[src/rtl/dark_arb_pkg.sv]
// Shared types and constants for the darksoc memory-bus arbiter.
package dark_arb_pkg;

  // Arbiter transaction phases: pick a winner, wait on the bus, hand back the result
  typedef enum logic [1:0] {
    IDLE = 2'd0,
    BUSY = 2'd1,
    RESP = 2'd2
  } arb_state_e;

  localparam int          ARB_NREQ_MAX        = 8;
  localparam logic [31:0] ARB_ERR_DATA        = 32'hDEAD_BEEF;
  localparam int          ARB_TIMEOUT_CYC_DEF = 255;

  // Next round-robin position after idx, wrapping at n
  function automatic int arb_wrap_inc(input int idx, input int n);
    return (idx + 1 >= n) ? 0 : idx + 1;
  endfunction

endpackage

[src/rtl/dark_mem_arbiter_if.sv]
// Bus bundle between the requesting masters, the arbiter and the shared
// memory/IO bus. The arbiter uses the slave view; the master view is the
// environment side (masters plus memory).
interface dark_mem_arbiter_if #(
  parameter int NREQ = 2,
  parameter int AW   = 32,
  parameter int DW   = 32
);
  localparam int IW = $clog2(NREQ);

  // requester side
  logic [NREQ-1:0]              req;
  logic [NREQ-1:0]              we;
  logic [NREQ-1:0][AW-1:0]      addr;
  logic [NREQ-1:0][DW-1:0]      wdata;
  logic [NREQ-1:0][DW/8-1:0]    be;
  logic [NREQ-1:0]              ack;
  logic [DW-1:0]                rdata;
  logic                         err;
  logic [IW-1:0]                gnt_id;

  // shared bus side
  logic                         mem_req;
  logic                         mem_we;
  logic [AW-1:0]                mem_addr;
  logic [DW-1:0]                mem_wdata;
  logic [DW/8-1:0]              mem_be;
  logic                         mem_ack;
  logic [DW-1:0]                mem_rdata;

  modport slave (
    input  req, we, addr, wdata, be, mem_ack, mem_rdata,
    output ack, rdata, err, gnt_id, mem_req, mem_we, mem_addr, mem_wdata, mem_be
  );

  modport master (
    output req, we, addr, wdata, be, mem_ack, mem_rdata,
    input  ack, rdata, err, gnt_id, mem_req, mem_we, mem_addr, mem_wdata, mem_be
  );

endinterface

[src/rtl/dark_rr_picker.sv]
// Combinational round-robin picker: returns the first set request at or
// after the pointer, wrapping from N-1 back to 0. Kept generic so other
// schedulers can reuse it.
module dark_rr_picker #(
  parameter int N = 2,
  localparam int IW = (N > 1) ? $clog2(N) : 1
) (
  input  logic [N-1:0]  i_req,
  input  logic [IW-1:0] i_rr_ptr,
  output logic          o_valid,
  output logic [IW-1:0] o_winner
);

  logic [IW-1:0] w_idx [N];
  logic [N-1:0]  w_hit;

  genvar gi;
  generate
    for (gi = 0; gi < N; gi++) begin : g_slot
      // gi-th candidate in rotated order: (ptr + gi) mod N without a divider
      logic [IW:0] w_sum;
      assign w_sum     = {1'b0, i_rr_ptr} + (IW+1)'(gi);
      assign w_idx[gi] = (w_sum >= (IW+1)'(N)) ? IW'(w_sum - (IW+1)'(N)) : w_sum[IW-1:0];
      assign w_hit[gi] = i_req[w_idx[gi]];
    end
  endgenerate

  // Lowest rotated slot with a request wins; scan downward so it lands last
  always_comb begin
    o_valid  = 1'b0;
    o_winner = '0;
    for (int k = N - 1; k >= 0; k--) begin
      if (w_hit[k]) begin
        o_valid  = 1'b1;
        o_winner = w_idx[k];
      end
    end
  end

endmodule

[src/rtl/dark_mem_arbiter.sv]
// Round-robin arbiter serialising NREQ masters onto the single darksoc
// memory/IO bus, one transaction at a time.
// Optional feature macro: ARB_TIMEOUT_EN (abort a BUSY phase after
// TIMEOUT_CYC cycles with err=1 and rdata=DEAD_BEEF).
module dark_mem_arbiter
  import dark_arb_pkg::*;
#(
  parameter int NREQ        = 2,
  parameter int AW          = 32,
  parameter int DW          = 32,
  parameter int TIMEOUT_CYC = ARB_TIMEOUT_CYC_DEF
) (
  input  logic                XCLK,
  input  logic                XRES,
  dark_mem_arbiter_if.slave   bus
);

  localparam int IW = $clog2(NREQ);

  arb_state_e        r_state;
  arb_state_e        w_state_next;
  logic [IW-1:0]     r_gnt_id;
  logic [IW-1:0]     r_rr_ptr;
  logic [IW-1:0]     w_winner;
  logic              w_pick_valid;
  logic              w_expire;
  logic              r_mem_we;
  logic [AW-1:0]     r_mem_addr;
  logic [DW-1:0]     r_mem_wdata;
  logic [DW/8-1:0]   r_mem_be;
  logic [DW-1:0]     r_rdata;

  dark_rr_picker #(.N(NREQ)) u_picker (
    .i_req    (bus.req),
    .i_rr_ptr (r_rr_ptr),
    .o_valid  (w_pick_valid),
    .o_winner (w_winner)
  );

  assign bus.mem_req   = (r_state == BUSY);
  assign bus.ack       = (r_state == RESP) ? (NREQ'(1) << r_gnt_id) : '0;
  assign bus.rdata     = r_rdata;
  assign bus.gnt_id    = r_gnt_id;
  assign bus.mem_we    = r_mem_we;
  assign bus.mem_addr  = r_mem_addr;
  assign bus.mem_wdata = r_mem_wdata;
  assign bus.mem_be    = r_mem_be;

`ifdef ARB_TIMEOUT_EN
  localparam int CNT_W = ($clog2(TIMEOUT_CYC + 1) > 8) ? $clog2(TIMEOUT_CYC + 1) : 8;

  logic [CNT_W-1:0] r_tmo_cnt;
  logic             r_err;

  assign w_expire = (r_state == BUSY) && (r_tmo_cnt == CNT_W'(TIMEOUT_CYC - 1));
  assign bus.err  = r_err && (r_state == RESP);

  // Count BUSY cycles; held at zero outside BUSY so each transaction starts fresh
  always_ff @(posedge XCLK) begin
    if (XRES || r_state != BUSY) begin
      r_tmo_cnt <= '0;
    end else begin
      r_tmo_cnt <= r_tmo_cnt + CNT_W'(1);
    end
  end

  // Flag an abort when the bus never answered; a same-cycle mem_ack takes priority
  always_ff @(posedge XCLK) begin
    if (XRES) begin
      r_err <= 1'b0;
    end else if (r_state == BUSY) begin
      r_err <= !bus.mem_ack && w_expire;
    end
  end
`else
  assign w_expire = 1'b0;
  assign bus.err  = 1'b0;
`endif

  // State register
  always_ff @(posedge XCLK) begin
    if (XRES) begin
      r_state <= IDLE;
    end else begin
      r_state <= w_state_next;
    end
  end

  // Next-state: only IDLE samples requests; mem_ack outside BUSY is ignored
  always_comb begin
    w_state_next = r_state;
    case (r_state)
      IDLE:    if (w_pick_valid) w_state_next = BUSY;
      BUSY:    if (bus.mem_ack || w_expire) w_state_next = RESP;
      RESP:    w_state_next = IDLE;
      default: w_state_next = IDLE;
    endcase
  end

  // Datapath: latch winner's fields, capture read data, rotate priority after the response
  always_ff @(posedge XCLK) begin
    if (XRES) begin
      r_gnt_id    <= '0;
      r_rr_ptr    <= '0;
      r_mem_we    <= 1'b0;
      r_mem_addr  <= '0;
      r_mem_wdata <= '0;
      r_mem_be    <= '0;
      r_rdata     <= '0;
    end else begin
      case (r_state)
        IDLE: begin
          if (w_pick_valid) begin
            r_gnt_id    <= w_winner;
            r_mem_we    <= bus.we[w_winner];
            r_mem_addr  <= bus.addr[w_winner];
            r_mem_wdata <= bus.wdata[w_winner];
            r_mem_be    <= bus.be[w_winner];
          end
        end
        BUSY: begin
          if (bus.mem_ack) begin
            r_rdata <= bus.mem_rdata;
          end else if (w_expire) begin
            r_rdata <= DW'(ARB_ERR_DATA);
          end
        end
        RESP: begin
          r_rr_ptr <= IW'(arb_wrap_inc(int'(r_gnt_id), NREQ));
        end
        default: ;
      endcase
    end
  end

endmodule
[src/flat_wrapper.sv]
// flat-port wrapper written by rule: the top's interface ports become plain ports
module dark_mem_arbiter_flat import dark_arb_pkg::*;
#(
  parameter int NREQ        = 2,
  parameter int AW          = 32,
  parameter int DW          = 32,
  parameter int TIMEOUT_CYC = ARB_TIMEOUT_CYC_DEF
)
  (XCLK, XRES, bus_req, bus_we, bus_addr, bus_wdata, bus_be, bus_mem_ack, bus_mem_rdata, bus_ack, bus_rdata, bus_err, bus_gnt_id, bus_mem_req, bus_mem_we, bus_mem_addr, bus_mem_wdata, bus_mem_be);
  dark_mem_arbiter_if #(.NREQ(NREQ), .AW(AW), .DW(DW)) bus_i ();
  input  logic XCLK;
  input  logic XRES;
  input wire logic [$bits(bus_i.req)-1:0] bus_req;
  input wire logic [$bits(bus_i.we)-1:0] bus_we;
  input wire logic [$bits(bus_i.addr)-1:0] bus_addr;
  input wire logic [$bits(bus_i.wdata)-1:0] bus_wdata;
  input wire logic [$bits(bus_i.be)-1:0] bus_be;
  input wire logic [$bits(bus_i.mem_ack)-1:0] bus_mem_ack;
  input wire logic [$bits(bus_i.mem_rdata)-1:0] bus_mem_rdata;
  output wire logic [$bits(bus_i.ack)-1:0] bus_ack;
  output wire logic [$bits(bus_i.rdata)-1:0] bus_rdata;
  output wire logic [$bits(bus_i.err)-1:0] bus_err;
  output wire logic [$bits(bus_i.gnt_id)-1:0] bus_gnt_id;
  output wire logic [$bits(bus_i.mem_req)-1:0] bus_mem_req;
  output wire logic [$bits(bus_i.mem_we)-1:0] bus_mem_we;
  output wire logic [$bits(bus_i.mem_addr)-1:0] bus_mem_addr;
  output wire logic [$bits(bus_i.mem_wdata)-1:0] bus_mem_wdata;
  output wire logic [$bits(bus_i.mem_be)-1:0] bus_mem_be;
  assign bus_i.req = bus_req;
  assign bus_i.we = bus_we;
  assign bus_i.addr = bus_addr;
  assign bus_i.wdata = bus_wdata;
  assign bus_i.be = bus_be;
  assign bus_i.mem_ack = bus_mem_ack;
  assign bus_i.mem_rdata = bus_mem_rdata;
  assign bus_ack = bus_i.ack;
  assign bus_rdata = bus_i.rdata;
  assign bus_err = bus_i.err;
  assign bus_gnt_id = bus_i.gnt_id;
  assign bus_mem_req = bus_i.mem_req;
  assign bus_mem_we = bus_i.mem_we;
  assign bus_mem_addr = bus_i.mem_addr;
  assign bus_mem_wdata = bus_i.mem_wdata;
  assign bus_mem_be = bus_i.mem_be;
  dark_mem_arbiter #(.NREQ(NREQ), .AW(AW), .DW(DW), .TIMEOUT_CYC(TIMEOUT_CYC)) u_core (.XCLK(XCLK), .XRES(XRES), .bus(bus_i));
endmodule
[config.mk]
export PLATFORM = sky130hd
export DESIGN_NAME = dark_mem_arbiter_flat
export DESIGN_NICKNAME = d
export VERILOG_FILES = /design/src/rtl/dark_arb_pkg.sv /design/src/rtl/dark_mem_arbiter_if.sv /design/src/rtl/dark_rr_picker.sv /design/src/rtl/dark_mem_arbiter.sv /design/src/flat_wrapper.sv
export SDC_FILE = /design/constraint.sdc
export NUM_CORES = 1
export LEC_CHECK = 0
export CORE_MARGIN = 1.5
export CORE_UTILIZATION = 38
export DETAILED_ROUTE_END_ITERATION = 10
export PLACE_DENSITY = 0.89
export SETUP_SLACK_MARGIN = 0.02
export SYNTH_ARGS = -nofsm -noshare
export SYNTH_HDL_FRONTEND = slang
export SYNTH_HIERARCHICAL = 1
export SYNTH_SLANG_ARGS = --single-unit
[constraint.sdc]
create_clock -name XCLK -period 2.1 [get_ports XCLK]
set_input_delay 0.525 -clock XCLK [delete_from_list [all_inputs] [get_ports XCLK]]
set_output_delay 0.525 -clock XCLK [all_outputs]
set_load 0.005 [all_outputs]
# After elaboration in Yosys (flattened, before gate mapping)
# Cells that the tools add are included.
# classes
add_sub_neg,4
magnitude_cmp,6
n_eq_ne,4
shifts,1
muxes,23
reduce_logical,4
# ops
cell,n
32-bit two-way mux,4
1-bit two-way mux,13
4-bit two-way mux,2
"1-bit by 2-bit less-than comparator with 1-bit output, second input constant",3
2-bit two-way mux,3
2-bit AND reduction,3
"1-bit by 1-bit adder with 2-bit output, second input constant",2
"2-bit >= comparator, second input constant",2
"2-bit != test, second input constant",2
2-bit one-hot mux with 2 select lines,1
"2-bit by 1-bit equality test with 1-bit output, second input constant",1
"2-bit equality test, second input constant",1
"1-bit by 2-bit >= comparator with 1-bit output, second input constant",1
2-bit zero test,1
"1-bit by 1-bit left shift with 2-bit output, first input constant",1
"1-bit subtractor, second input constant",2
# word_totals
reg_bits,105
input_bits,175
out_inout_bits,106

# Longest topological paths before layout
# depth
depth_word,9
ltp_mapped,6

# By module
# The synthesis kept the hierarchy.
# by_module_without_submodules
mod,instances,cells_per_inst,area_per_inst_um2,seq_area_each_um2
dark_mem_arbiter,1,467,4760.8,2102.0
dark_rr_picker,1,3,17.5,0.0

# Worst setup path after synthesis
# Ideal clock, no wire load.
# synth_path
path_kind,input port to flip-flop
from,input port bus_req[1]
to,"register u_core.r_mem_wdata[17], in the netlist u_core/bus.mem_wdata[17]"
arrival_time_ns,1.593
slack_ns,0.377
cell_stages,5
cell_sequence,a21boi_1 -> buf_2 -> clkbuf_1 -> mux2i_1 -> o32ai_2
# synth_between
elab_chain_len,6
# synth_lines
element,line_no,source
"start, declared",flat_wrapper.sv:13,input wire logic [$bits(bus_i.req)-1:0] bus_req;
1-bit two-way mux (not written as such) (2 in a row),dark_rr_picker.sv:24,assign w_hit[gi] = i_req[w_idx[gi]];
1-bit two-way mux (2 in a row),dark_rr_picker.sv:33,if (w_hit[k]) begin
32-bit two-way mux (not written as such) (2 in a row),dark_mem_arbiter.sv:117,r_mem_wdata <= bus.wdata[w_winner];
"end signal, assigned",dark_mem_arbiter.sv:117,
"end, declared",dark_mem_arbiter.sv:29,logic [DW-1:0] r_mem_wdata;
# Several ways; a longest one is shown, not always the timed one. The select of a mux whose other input is x is not followed.
# A chain may end at the register's enable or synchronous reset.

# Worst setup path in the final report
# layout_path
from,register u_core.r_state[1]
to,output port bus_ack[1]
# layout_between
elab_chain_len,2
# layout_lines
element,line_no,source
"start, declared",dark_mem_arbiter.sv:20,arb_state_e r_state;
"start signal, assigned",dark_mem_arbiter.sv:85,r_state <= w_state_next;
2-bit equality test,dark_mem_arbiter.sv:41,assign bus.ack = (r_state == RESP) ? (NREQ'(1) << r_gnt_id) : '0;
2-bit two-way mux,dark_mem_arbiter.sv:41,
"end, declared",flat_wrapper.sv:20,output wire logic [$bits(bus_i.ack)-1:0] bus_ack;
# Every way passes these cells.

==> reports/summary.log <==
INFO  outcome        run_status=finished clean
INFO  yosys          ys_warn_count=6
INFO  min_path       hold_path.startpoint=u_core/r_rr_ptr$_SDFFE_PP0N_
INFO  worst_setup_path cp.required=1570ps
INFO  worst_setup_path path_cells=and3b_1, clkdlybuf4s50_1
INFO  timing         finalCriticalPeriod=2000ps
INFO  grt            grt_start_max_net_pins=139
INFO  yosys          ys_seq_elements=105
INFO  die            fp.dieW=115um
INFO  die            die_area=13300um^2
INFO  cts            clk_path_buf_depth=2
INFO  grt            grt_pass1_wl=22200um
INFO  drt            drc=0
INFO  placement      post-dp-hpwl=11200um
INFO  placement      io_buffers=279
INFO  drt            route.detailed.vias_per_inst=4.87
INFO  worst_setup_path cpMaxStageDelayCell=clkdlybuf4s50_1
INFO  placement      routability_congestion_estimate_from_global_placement=0.824
INFO  worst_setup_path worst_path_dominant_cell_family=buffers and inverters
INFO  timing         rsz0062_at_grt=no
INFO  worst_setup_path crit-reg2reg-launch=u_core/r_rr_ptr$_SDFFE_PP0N_
INFO  placement      pre_cts_slack=-338ps
INFO  worst_setup_path critical_path_peak_fanout=7
INFO  die            core-area=12200um^2
INFO  timing         hold_viol_final=0
INFO  worst_setup_path worst-path-buf-inv=1
INFO  run            number_of_maximum_capacitance_violations=0
INFO  timing         slew_headroom=61.7%
INFO  drt            route.detailed.wl_per_inst=16.0um
INFO  timing         maxClockFrequency=500MHz
INFO  layout         area_growth_syn_to_layout=70.2%
INFO  cts            root_buffer=clkbuf_16
INFO  yosys          seq_area_frac_synth=44.0%
INFO  worst_setup_path timing.critical_path.from_type=register
INFO  drt            ant_nets=0
INFO  layout         num_antenna_cells=0
INFO  worst_setup_path crit_start=u_core/r_state[1]$_SDFFE_PP0P_
INFO  yosys          synth.net_count=645
INFO  yosys          synthesis.area=4780um^2
INFO  yosys          netlist_instances=470
INFO  timing         timing.final.crit_share=95.2%
INFO  yosys          synth.distinct_cells=21
INFO  worst_setup_path crit_arrival=1470ps
INFO  grt            track_usage=21.4%
INFO  worst_setup_path worstSetupPathType=reg -> out
INFO  cts            cts_tree=done
INFO  die            die_h=115um
INFO  min_path       whs_path_depth=2
INFO  cts            cts.sink_count=105
INFO  worst_setup_path reg2reg_to=u_core/bus.mem_wdata[20]$_SDFFE_PP0P_
INFO  cts            worstSkewPairLatency=330ps
INFO  pwr            leakage=2.98nW
INFO  die            num_rows=40
INFO  cts            htree_levels=3
INFO  timing         fin_ws=101ps
INFO  min_path       hold_class=reg -> reg
INFO  die            starting_utilization_of_the_core_area=39.3%
INFO  drt            drt_pre_antenna_iters=4
INFO  grt            number_of_global_route_vias_before_repair=4558
INFO  drt            drt_wl_total=14600um
INFO  pwr            vdd_ir_drop_max=0.361mV
INFO  timing         fin_skew=6.73ps
INFO  timing         drv_slew=0
INFO  worst_setup_path r2r_setup_slack=590ps
INFO  worst_setup_path r2r_cells=6
INFO  worst_setup_path endpoint_kind=output pin
INFO  drt            detailedRoute.firstIterationViolations=232
INFO  layout         nNetsFinal=918
INFO  worst_setup_path critical-path-max-stage-delay=540ps
INFO  timing         tightestPinTransition=575ps
INFO  pwr            finalPower=5.02mW
INFO  cts            clock_pin_slew_reported_for_the_worst_setup_and_hold_paths_after_clock_tree_synthesis=60ps
INFO  grt            grt.overflow.total=0
INFO  cts            number_of_buffers_created_by_cts=9
INFO  die            ios=281
INFO  layout         post_route_cells_drive_above_1_share=7.25%
INFO  timing         setup-violations-final=0
INFO  drt            num_vias=4443
INFO  yosys          synth.avg_cell_area=10.2um^2
INFO  pwr            power_density=617nW/um^2
INFO  grt            number_of_antenna_violations_at_the_first_check_in_global_routing=0
INFO  min_path       worst_hold_path.endpoint=u_core/r_rr_ptr$_SDFFE_PP0N_
INFO  cts            cts-hold-fix-buffers=0
INFO  layout         fill_cells=929
==> per-layer routing <==
| layer | part of all wire (%) | wire length [um] | track usage [%] |
|---|---|---|---|
| met1 | 38 | 5540 | 22.6 |
| met2 | 53 | 7700 | 41.3 |
| met3 | 7.5 | 1090 | 5.01 |
| met4 | 1.9 | 274 | 7.41 |
| met5 | 0 | 0 | 0 |
==> area by class of cell <==
| cell class | count | area [um^2] | area share, % |
|---|---|---|---|
| clock inverters | 1 | 5.00 | 0.0615 |
| clock buffers | 12 | 246 | 3.03 |
| multi-input cells | 251 | 2240 | 27.5 |
| well taps | 168 | 210 | 2.59 |
| flip-flops and latches | 105 | 2100 | 25.9 |
| repair buffers | 305 | 3060 | 37.7 |
| inverters | 71 | 267 | 3.28 |
==> metrics by stage <==
stage	instances	setup TNS [ps]	utilization (%)	hold slack, ps	cell area (um^2)
6_report	913	0	66.9	466	8130
5_1_grt	913	0	66.9	488	8130
4_1_cts	913	0	66.8	467	8130
3_5_place_dp	900	-19070	64.7	458	7870
3_3_place_gp	900	-16500	64.7	454	7870
2_1_floorplan	470	0	-	432	4780
==> how the worst max path moves through the flow <==
stage / slack, ps / cells past startpoint / end
6_report: 100 / 2 / bus_ack[1]
2_1_floorplan: 380 / 5 / u_core/bus.mem_wdata[17]$_SDFFE_PP0P_
3_3_place_gp: -250 / 5 / u_core/bus.mem_addr[16]$_SDFFE_PP0P_
3_5_place_dp: -340 / 5 / u_core/bus.mem_be[3]$_SDFFE_PP0P_
5_1_grt: 40 / 2 / bus_ack[1]
4_1_cts: 50 / 3 / bus_ack[0]
==> Yosys cell counts <==
library cell  count  area (um^2)
dfxtp_1         105         2100
a2111oi_0         1         8.76
buf_2            13         65.1
mux2i_1         102         1020
conb_1            1         3.75
or4b_1            1         10.0
nor2b_1           2         12.5
o32ai_2          10          163
nand2b_1         67          419
or2_1             1         6.26
nor2_1            2         7.51
a21boi_1          1         7.51
buf_6             2         22.5
nor3b_2           1         12.5
inv_1            71          267
o32ai_1          59          517
clkbuf_1         24         90.1
a211oi_1          1         7.51
buf_1             3         11.3
buf_4             1         7.51
and3b_1           2         17.5
==> sequential cells by signal, summed over array words and instances, names as in the netlist <==
signal and count:
u_core/bus.mem_addr 32, u_core/bus.mem_wdata 32, u_core/bus.rdata 32, u_core/bus.mem_be 4
u_core/r_state 2, u_core/bus.gnt_id 1, u_core/bus.mem_we 1, u_core/r_rr_ptr 1
==> worst register-to-register path: stages, from the launching register on <==
cell and delay, ps:
dfxtp_1 330, inv_1 70, a21boi_4 170, buf_12 240, buf_12 180, mux2i_1 270, o32ai_2 120
==> where the power goes <==
group | internal (mW) | switching (mW) | total (mW) | leakage (nW)
clock network | 0.816 | 0.661 | 1.48 | 0.124
registers | 2.15 | 0.0889 | 2.24 | 0.863
logic | 0.824 | 0.475 | 1.30 | 1.99
==> cell families after synthesis <==
logic type             after synthesis  share of synthesized area [%]
buffers and inverters              114                           9.69
flip-flops                         105                           44.0
other                                1                         0.0785
AO/OA/AOI/OAI                       72                           14.7
AND/OR/NAND/NOR                     76                           10.2
multiplexers                       102                           21.4
==> layout by cell type (no fill, tap or decap) <==
master / synthesis / final
a2111oi_0: 1 / 1
inv_1: 71 / 71
dlymetal6s2s_1: 0 / 1
dfxtp_2: 0 / 2
o32ai_1: 59 / 59
and3b_2: 0 / 1
dfxtp_1: 105 / 103
a211oi_1: 1 / 1
a21boi_4: 0 / 1
nor2b_1: 2 / 2
conb_1: 1 / 1
or4b_4: 0 / 1
clkinv_2: 0 / 1
mux2i_1: 102 / 102
clkbuf_1: 24 / 2
nor3b_4: 0 / 1
buf_12: 0 / 6
and3b_1: 2 / 1
nand2b_1: 67 / 67
buf_4: 1 / 21
clkbuf_16: 0 / 9
nor2_1: 2 / 2
clkbuf_8: 0 / 1
or2_1: 1 / 1
clkdlybuf4s50_1: 0 / 277
o32ai_2: 10 / 10
==> what timing repair did <==
action,4_1_cts,5_1_grt
resized for setup,3,1
endpoints found under the setup margin,5,1
setup buffers,0,0
No activity file was read; power rests on OpenSTA's default activity.
